$ cat config.mk
export PLATFORM = sky130hd
export DESIGN_NAME = atm_account_arbiter
export DESIGN_NICKNAME = d
export VERILOG_FILES = /design/src/rtl/atm_account_arbiter.sv
export SDC_FILE = /design/constraint.sdc
export NUM_CORES = 1
export LEC_CHECK = 0
export CORE_MARGIN = 5
export CORE_UTILIZATION = 51
export DETAILED_ROUTE_END_ITERATION = 7
export PLACE_DENSITY = 0.92
export SYNTH_ARGS = -nofsm -noshare
export SYNTH_HDL_FRONTEND = slang
export SYNTH_SLANG_ARGS = --single-unit
$ cat constraint.sdc
create_clock -name clk -period 2.75 [get_ports clk]
set_input_delay 0.55 -clock clk [delete_from_list [all_inputs] [get_ports clk]]
set_output_delay 0.55 -clock clk [all_outputs]
set_load 0.01 [all_outputs]
$ cat src/rtl/atm_account_arbiter.sv
// ---------------------------------------------------------------------------
// atm_account_arbiter
//
// Purpose: arbitrates two ATM terminal front-ends (A and B) onto one shared
// account balance register. Requests are granted round-robin, one transaction
// executes at a time (withdraw / deposit / balance query), and each completes
// with a one-cycle ack plus a registered status and post-transaction balance.
//
// Optional feature: define ATM_DAILY_LIMIT_EN to add a per-terminal
// cumulative withdraw limit (DAILY_LIMIT) with a synchronous clear
// (limit_clr). Without the macro no counters exist and limit_clr is ignored.
//
// Ports:
//   clk            system clock, rising edge
//   rst            asynchronous active-low reset
//   req_a/req_b    level requests, held until the matching ack is seen
//   op_a/op_b      00 withdraw, 01 deposit, 10 query, 11 illegal
//   amt_a/amt_b    transaction amount
//   limit_clr      synchronous clear of both withdraw-limit counters
//   ack_a/ack_b    one-cycle completion pulse
//   status         000 OK, 001 funds, 010 overflow, 011 illegal, 100 limit
//   result         balance after the transaction (valid with ack)
//   balance        live balance register
//   busy           high while a transaction is in EXEC or WAIT
//   grant          terminal being served (0 = A, 1 = B)
// ---------------------------------------------------------------------------
module atm_account_arbiter #(
    parameter int               BAL_W       = 8,
    parameter int               AMT_W       = 6,
    parameter logic [BAL_W-1:0] INIT_BAL    = 8'd50,
    parameter logic [BAL_W-1:0] DAILY_LIMIT = 8'd100
) (
    input  logic             clk,
    input  logic             rst,
    input  logic             req_a,
    input  logic             req_b,
    input  logic [1:0]       op_a,
    input  logic [1:0]       op_b,
    input  logic [AMT_W-1:0] amt_a,
    input  logic [AMT_W-1:0] amt_b,
    input  logic             limit_clr,
    output logic             ack_a,
    output logic             ack_b,
    output logic [2:0]       status,
    output logic [BAL_W-1:0] result,
    output logic [BAL_W-1:0] balance,
    output logic             busy,
    output logic             grant
);

    localparam logic [2:0] ST_OK      = 3'b000;
    localparam logic [2:0] ST_FUNDS   = 3'b001;
    localparam logic [2:0] ST_OVF     = 3'b010;
    localparam logic [2:0] ST_ILLEGAL = 3'b011;

    typedef enum logic [1:0] {IDLE, EXEC, WAIT} state_t;

    state_t             state_q, state_d;
    logic               grant_q, grant_d;
    logic               last_q, last_d;
    logic [1:0]         op_q, op_d;
    logic [AMT_W-1:0]   amt_q, amt_d;
    logic [BAL_W-1:0]   balance_q, balance_d;
    logic [BAL_W-1:0]   result_q, result_d;
    logic [2:0]         status_q, status_d;
    logic               ack_a_q, ack_a_d;
    logic               ack_b_q, ack_b_d;
    logic               busy_q, busy_d;

    logic               sel_b;
    logic [BAL_W-1:0]   amt_ext;
    logic [BAL_W:0]     dep_sum;

`ifdef ATM_DAILY_LIMIT_EN
    localparam logic [2:0] ST_LIMIT = 3'b100;
    localparam int         CNT_W    = 9;
    localparam int         LIM_W    = CNT_W + 1;

    logic [CNT_W-1:0]   cnt_a_q, cnt_a_d;
    logic [CNT_W-1:0]   cnt_b_q, cnt_b_d;
    logic [LIM_W-1:0]   lim_sum;
    logic [CNT_W-1:0]   lim_next;
    logic               limit_hit;
`else
    logic               unused_limit_clr;
    assign unused_limit_clr = limit_clr;
`endif

    // Next-state and datapath logic. Only the latched operands are used in
    // EXEC, so operand changes after the grant have no effect.
    always_comb begin
        state_d   = state_q;
        grant_d   = grant_q;
        last_d    = last_q;
        op_d      = op_q;
        amt_d     = amt_q;
        balance_d = balance_q;
        result_d  = result_q;
        status_d  = status_q;
        ack_a_d   = 1'b0;
        ack_b_d   = 1'b0;
        busy_d    = busy_q;
        sel_b     = 1'b0;
        amt_ext   = {{(BAL_W-AMT_W){1'b0}}, amt_q};
        dep_sum   = {1'b0, balance_q} + {1'b0, amt_ext};
`ifdef ATM_DAILY_LIMIT_EN
        cnt_a_d   = cnt_a_q;
        cnt_b_d   = cnt_b_q;
        lim_sum   = {1'b0, (grant_q ? cnt_b_q : cnt_a_q)} + LIM_W'(amt_q);
        limit_hit = lim_sum > LIM_W'(DAILY_LIMIT);
        lim_next  = lim_sum[CNT_W] ? {CNT_W{1'b1}} : lim_sum[CNT_W-1:0];
`endif

        case (state_q)
            IDLE: begin
                if (req_a || req_b) begin
                    // On a tie the terminal not served last wins.
                    sel_b   = (req_a && req_b) ? ~last_q : req_b;
                    grant_d = sel_b;
                    op_d    = sel_b ? op_b : op_a;
                    amt_d   = sel_b ? amt_b : amt_a;
                    busy_d  = 1'b1;
                    state_d = EXEC;
                end
            end

            EXEC: begin
                status_d = ST_OK;
                case (op_q)
                    2'b00: begin
`ifdef ATM_DAILY_LIMIT_EN
                        if (limit_hit) begin
                            status_d = ST_LIMIT;
                        end else if (amt_ext > balance_q) begin
                            status_d = ST_FUNDS;
                        end else begin
                            balance_d = balance_q - amt_ext;
                            if (grant_q) cnt_b_d = lim_next;
                            else         cnt_a_d = lim_next;
                        end
`else
                        if (amt_ext > balance_q) status_d  = ST_FUNDS;
                        else                     balance_d = balance_q - amt_ext;
`endif
                    end
                    2'b01: begin
                        if (dep_sum[BAL_W]) status_d  = ST_OVF;
                        else                balance_d = dep_sum[BAL_W-1:0];
                    end
                    2'b10:   status_d = ST_OK;
                    default: status_d = ST_ILLEGAL;
                endcase
                result_d = balance_d;
                ack_a_d  = ~grant_q;
                ack_b_d  = grant_q;
                state_d  = WAIT;
            end

            WAIT: begin
                if (!(grant_q ? req_b : req_a)) begin
                    last_d  = grant_q;
                    busy_d  = 1'b0;
                    state_d = IDLE;
                end
            end

            default: state_d = IDLE;
        endcase

`ifdef ATM_DAILY_LIMIT_EN
        // The clear overrides any counter update in the same cycle.
        if (limit_clr) begin
            cnt_a_d = '0;
            cnt_b_d = '0;
        end
`endif
    end

    // All state and outputs are registered; reset discards any in-flight
    // transaction without acknowledging it.
    always_ff @(posedge clk or negedge rst) begin
        if (!rst) begin
            state_q   <= IDLE;
            grant_q   <= 1'b0;
            last_q    <= 1'b1;
            op_q      <= 2'b00;
            amt_q     <= '0;
            balance_q <= INIT_BAL;
            result_q  <= '0;
            status_q  <= ST_OK;
            ack_a_q   <= 1'b0;
            ack_b_q   <= 1'b0;
            busy_q    <= 1'b0;
`ifdef ATM_DAILY_LIMIT_EN
            cnt_a_q   <= '0;
            cnt_b_q   <= '0;
`endif
        end else begin
            state_q   <= state_d;
            grant_q   <= grant_d;
            last_q    <= last_d;
            op_q      <= op_d;
            amt_q     <= amt_d;
            balance_q <= balance_d;
            result_q  <= result_d;
            status_q  <= status_d;
            ack_a_q   <= ack_a_d;
            ack_b_q   <= ack_b_d;
            busy_q    <= busy_d;
`ifdef ATM_DAILY_LIMIT_EN
            cnt_a_q   <= cnt_a_d;
            cnt_b_q   <= cnt_b_d;
`endif
        end
    end

    assign ack_a   = ack_a_q;
    assign ack_b   = ack_b_q;
    assign status  = status_q;
    assign result  = result_q;
    assign balance = balance_q;
    assign busy    = busy_q;
    assign grant   = grant_q;

endmodule

Word level (Yosys, flattened, before mapping). Cells that the tools add are included.

Bits in registers: 34. Input port bits: 21. Output and inout bits: 23.

Add/sub/neg operators: 2. Magnitude comparators: 1. Equality and inequality tests: 6. Mux-type cells: 18. Bitwise gates (word level): 3. Reductions and logical operators: 9.

Operators with widths (count): 8-bit two-way mux (2); 8-bit one-hot mux with 2 select lines (1); 8-bit by 6-bit adder with 9-bit output (1); 3-bit one-hot mux with 3 select lines (1); 6-bit by 8-bit > comparator with 1-bit output (1); 2-bit two-way mux (4); 8-bit by 6-bit subtractor with 8-bit output (1); 1-bit two-way mux (7); 6-bit two-way mux (1); 2-bit one-hot mux with 3 select lines (1); 2-bit AND reduction (3); 2-bit by 1-bit equality test with 1-bit output (second input constant) (2); 2-bit equality test (second input constant) (2); 2-bit zero test (2); 2-bit inequality test (second input constant) (2); 1-bit NOT (3); 3-bit AND reduction (1); 1-bit one-hot mux with 2 select lines (1); 2-bit nonzero test (1); 1-bit logical AND (1); 1-bit logical OR (1).

Depth between registers and ports, before layout.
Depth after elaboration: 3. Depth in mapped cells: 10. Depth with buffers taken out: 9.

Least setup slack after synthesis. No wires, ideal clock.

Kind: reg-to-reg. Start: reg balance_q[1], in the netlist balance[1]. End: reg (tool-made name). Data arrival time: 2.233 ns. Path slack: 0.438 ns. Stages on the path, launching flop included: 9. Cells stage by stage: dfstp_2 > inv_1 > fa_1 > nor2b_1 > o2111ai_2 > and3_1 > buf_2 > a211oi_1 > mux2i_1.

RTL lines: start: declaration (line 63) `logic [BAL_W-1:0] balance_q, balance_d;`; start signal: assignment (line 204) `balance_q <= balance_d;`.

==> impl_metrics.ini <==
[final_layout]
nets = 312
area_delta_synth_final_pct = 24.70
n_antenna_cell = 0
instances_no_fill = 325
final_area_um2 = 2577
ff_latch_area_um2 = 705.7
multi_input_area_um2 = 1219
final_core_util_pct = 64.90
drive_gt1_share_pct = 8.000
fillers = 353

[sta]
finalMaxSlewViolations = 0
period_share_pct = 92.34
rsz0062_at_grt = false
fmax_mhz = 393.8
worstMarginPinSlew_ps = 615.5
layout_min_cycle_time_ps = 2539
whs_ps = 492.2
worst_slack_ps = 210.8
finalSetupViolCount = 0
slew_headroom_pct = 58.65
skew_ps = 1.985
hold_violations = 0
finalSetupTns_ps = 0

[logic_synthesis]
synth_cell_types = 51
syn_area_per_cell_um2 = 8.612
yosysSeqAreaShare_pct = 34.14
async_reset_ff_share_pct = 100.0
synth_edf_count = 0
netlist_area_um2 = 2067
synth_top_area_share_pct = 29.06
syn_inst = 240
yosys_warnings = 0
synthTopCellsByArea = dfrtp_1 29%, ha_1 7.9%, mux2i_1 5.3%, dfstp_2 5.1%, nor2_1 5.1%
ys_seq_elements = 28
synth.net_count = 276
synth_area_leader_cell = dfrtp_1
ys.flop_type = dfrtp_1

[drt]
drt-vias-per-instance = 5.785
drt_iter0_drc = 121
drc = 0
vias = 1880
wl_um = 4787
wire_per_inst_um = 14.73
drtPass1Iterations = 4
postRouteAntennaNets = 0

[clock_network]
clock_sinks = 28
clock_path_buffers = 2
postCtsSetupBuffers = 0
path_clk_slew_ps = 100
ctsRootBufferMaster = clkbuf_8
cts_inserted_buffers = 3
cts_tree = built
htreeDepth = 1
clock_latency_ps = 280

[die]
fp.dieH_um = 73.66
core_area_um2 = 3971
die_area_um2 = 5426
io_pins = 44
rows = 23
start_util_pct = 52.05
die_x_um = 73.66

[global_route]
overflow = 0
grt_pass1_vias = 1827
gr-usage-all-layers_pct = 18.97
grt_pass1_wl_um = 8121
grt_max_degree = 29
antenna_found_initial = 0

[status]
status = completed

[place]
place_hpwl_um = 3646
io_buffers = 41
gp_congestion = 0.8884
dpl_cell_area_um2 = 2496
placed_cells = 321
pre_cts_ws_ps = 200.9

[worst_setup_path]
path_buf_inv = 2
critPathLaunchType = register
r2r_start = balance[1]$_DFFE_PN1N_
crit_type = register to register
r2r_slack_ps = 210
endpoint_kind = register
crit_chain = inv_1 -> fa_1 -> o21bai_1 -> a2111oi_2 -> nor2_1 -> buf_4 -> nor3_1 -> a21oi_1 -> o221ai_1
path_delay_family = compound AO/OA/AOI/OAI gates
worstPathRequired_ps = 2890
slowest_delay_ps = 610
critPathArrivalTime_ps = 2680
rr_worst_depth = 9
cpMaxStageDelayCell = dfstp_2
crit_fanout = 7

[job]
drv_cap = 0

[min_path]
hold_path.class = register to register
hold_depth = 2
hold_start = status[1]$_DFFE_PN0N_
holdPathEnd = status[1]$_DFFE_PN0N_

[pwr]
power_density_nw_per_um2 = 1340
cellLeakagePower_nw = 1.109
max-vdd-ir-drop_uv = 559.0
power_mw = 3.453
[cells in the final DEF (no fill, tap or decap), types with 5 or more instances in the layout]
cell,synthesis,routed
a211oi_1,6,5
a21oi_1,19,19
a31oi_1,5,5
buf_4,6,7
clkdlybuf4s50_1,0,41
dfrtp_1,24,24
ha_1,13,13
inv_1,15,15
mux2i_1,11,11
nand2_1,16,16
nor2_1,28,28
nor3_1,7,7
o21ai_0,5,5
o21ai_1,7,7
[Yosys cell counts (all sizes together), types with 2 or more instances]
cell type  number
dfrtp          24
a21oi          19
o31ai           4
nand3           5
nand2b          4
a21o            2
clkbuf          7
buf            10
o21ai          12
o21a            3
nand2          16
a31oi           5
or4             2
nor2b           4
xnor2           4
fa              2
mux2            2
a211oi          6
or3             2
dfstp           4
nor2           28
inv            15
mux2i          11
a22oi           2
nor3            8
ha             13
o31a            2
nand4           2
o21bai          4
and3            2
a21boi          2
[worst max path at each step]
stage                                       from               endpoint  slack (ps)  depth (start not counted)
final                     balance[1]$_DFFE_PN1N_               register         210                          9
after global routing      balance[1]$_DFFE_PN1N_  result[1]$_DFFE_PN0N_          40                          9
after CTS                 balance[1]$_DFFE_PN1N_               register         160                          7
after detailed placement  balance[1]$_DFFE_PN1N_               register         200                          7
after global placement    balance[1]$_DFFE_PN1N_               register         250                          7
after floorplan           balance[1]$_DFFE_PN1N_               register         440                          8
[worst register-to-register path, delay by kind of cell, from the launching register on]
kind	cells	cell delay [ps]
fa+ha+maj	1	490
flops	1	610
compound gates	4	770
simple gates	2	220
buf+inv	2	310
[cell type report]
type | instances | area share, %
multi-input combinational | 180 | 47.28
sequential | 28 | 27.38
timing repair buffer | 48 | 17.96
tap | 50 | 2.427
inverter | 15 | 2.184
clock buffer | 3 | 1.602
clock inverter | 1 | 1.165
[per-layer routing]
layer  vias up  routed length (µm)  share of wire (%)  GRT usage [%]
li1        918                   -                  -              -
met1       873                1918                 40          22.96
met2        74                2383                 50          33.37
met3        15                 365                7.6          3.420
met4         0                 119                2.5          6.841
met5         -                   0                  0              0
[cell families after synthesis]
| kind of cell | synth area share (%) |
|---|---|
| AOI/OAI and AO/OA | 22.94 |
| muxes | 6.417 |
| buffers and inverters | 7.385 |
| adders and majority gates | 9.807 |
| xor gates and xnor gates | 2.119 |
| other | 0.1814 |
| DFF | 34.14 |
| and+or+nand+nor | 17.01 |
[where the power goes]
part	internal (mW)	total, mW	switching (mW)
logic	1.04	2.26	1.22
clock network	0.195	0.332	0.137
registers	0.623	0.861	0.237
total	1.86	3.45	1.60
[timing repair]
item                       4_1_cts  5_1_grt
setup endpoints to repair        0        2
gates resized for setup          0        2
hold buffers                     0        0
(Power assumes the default switching activity.)
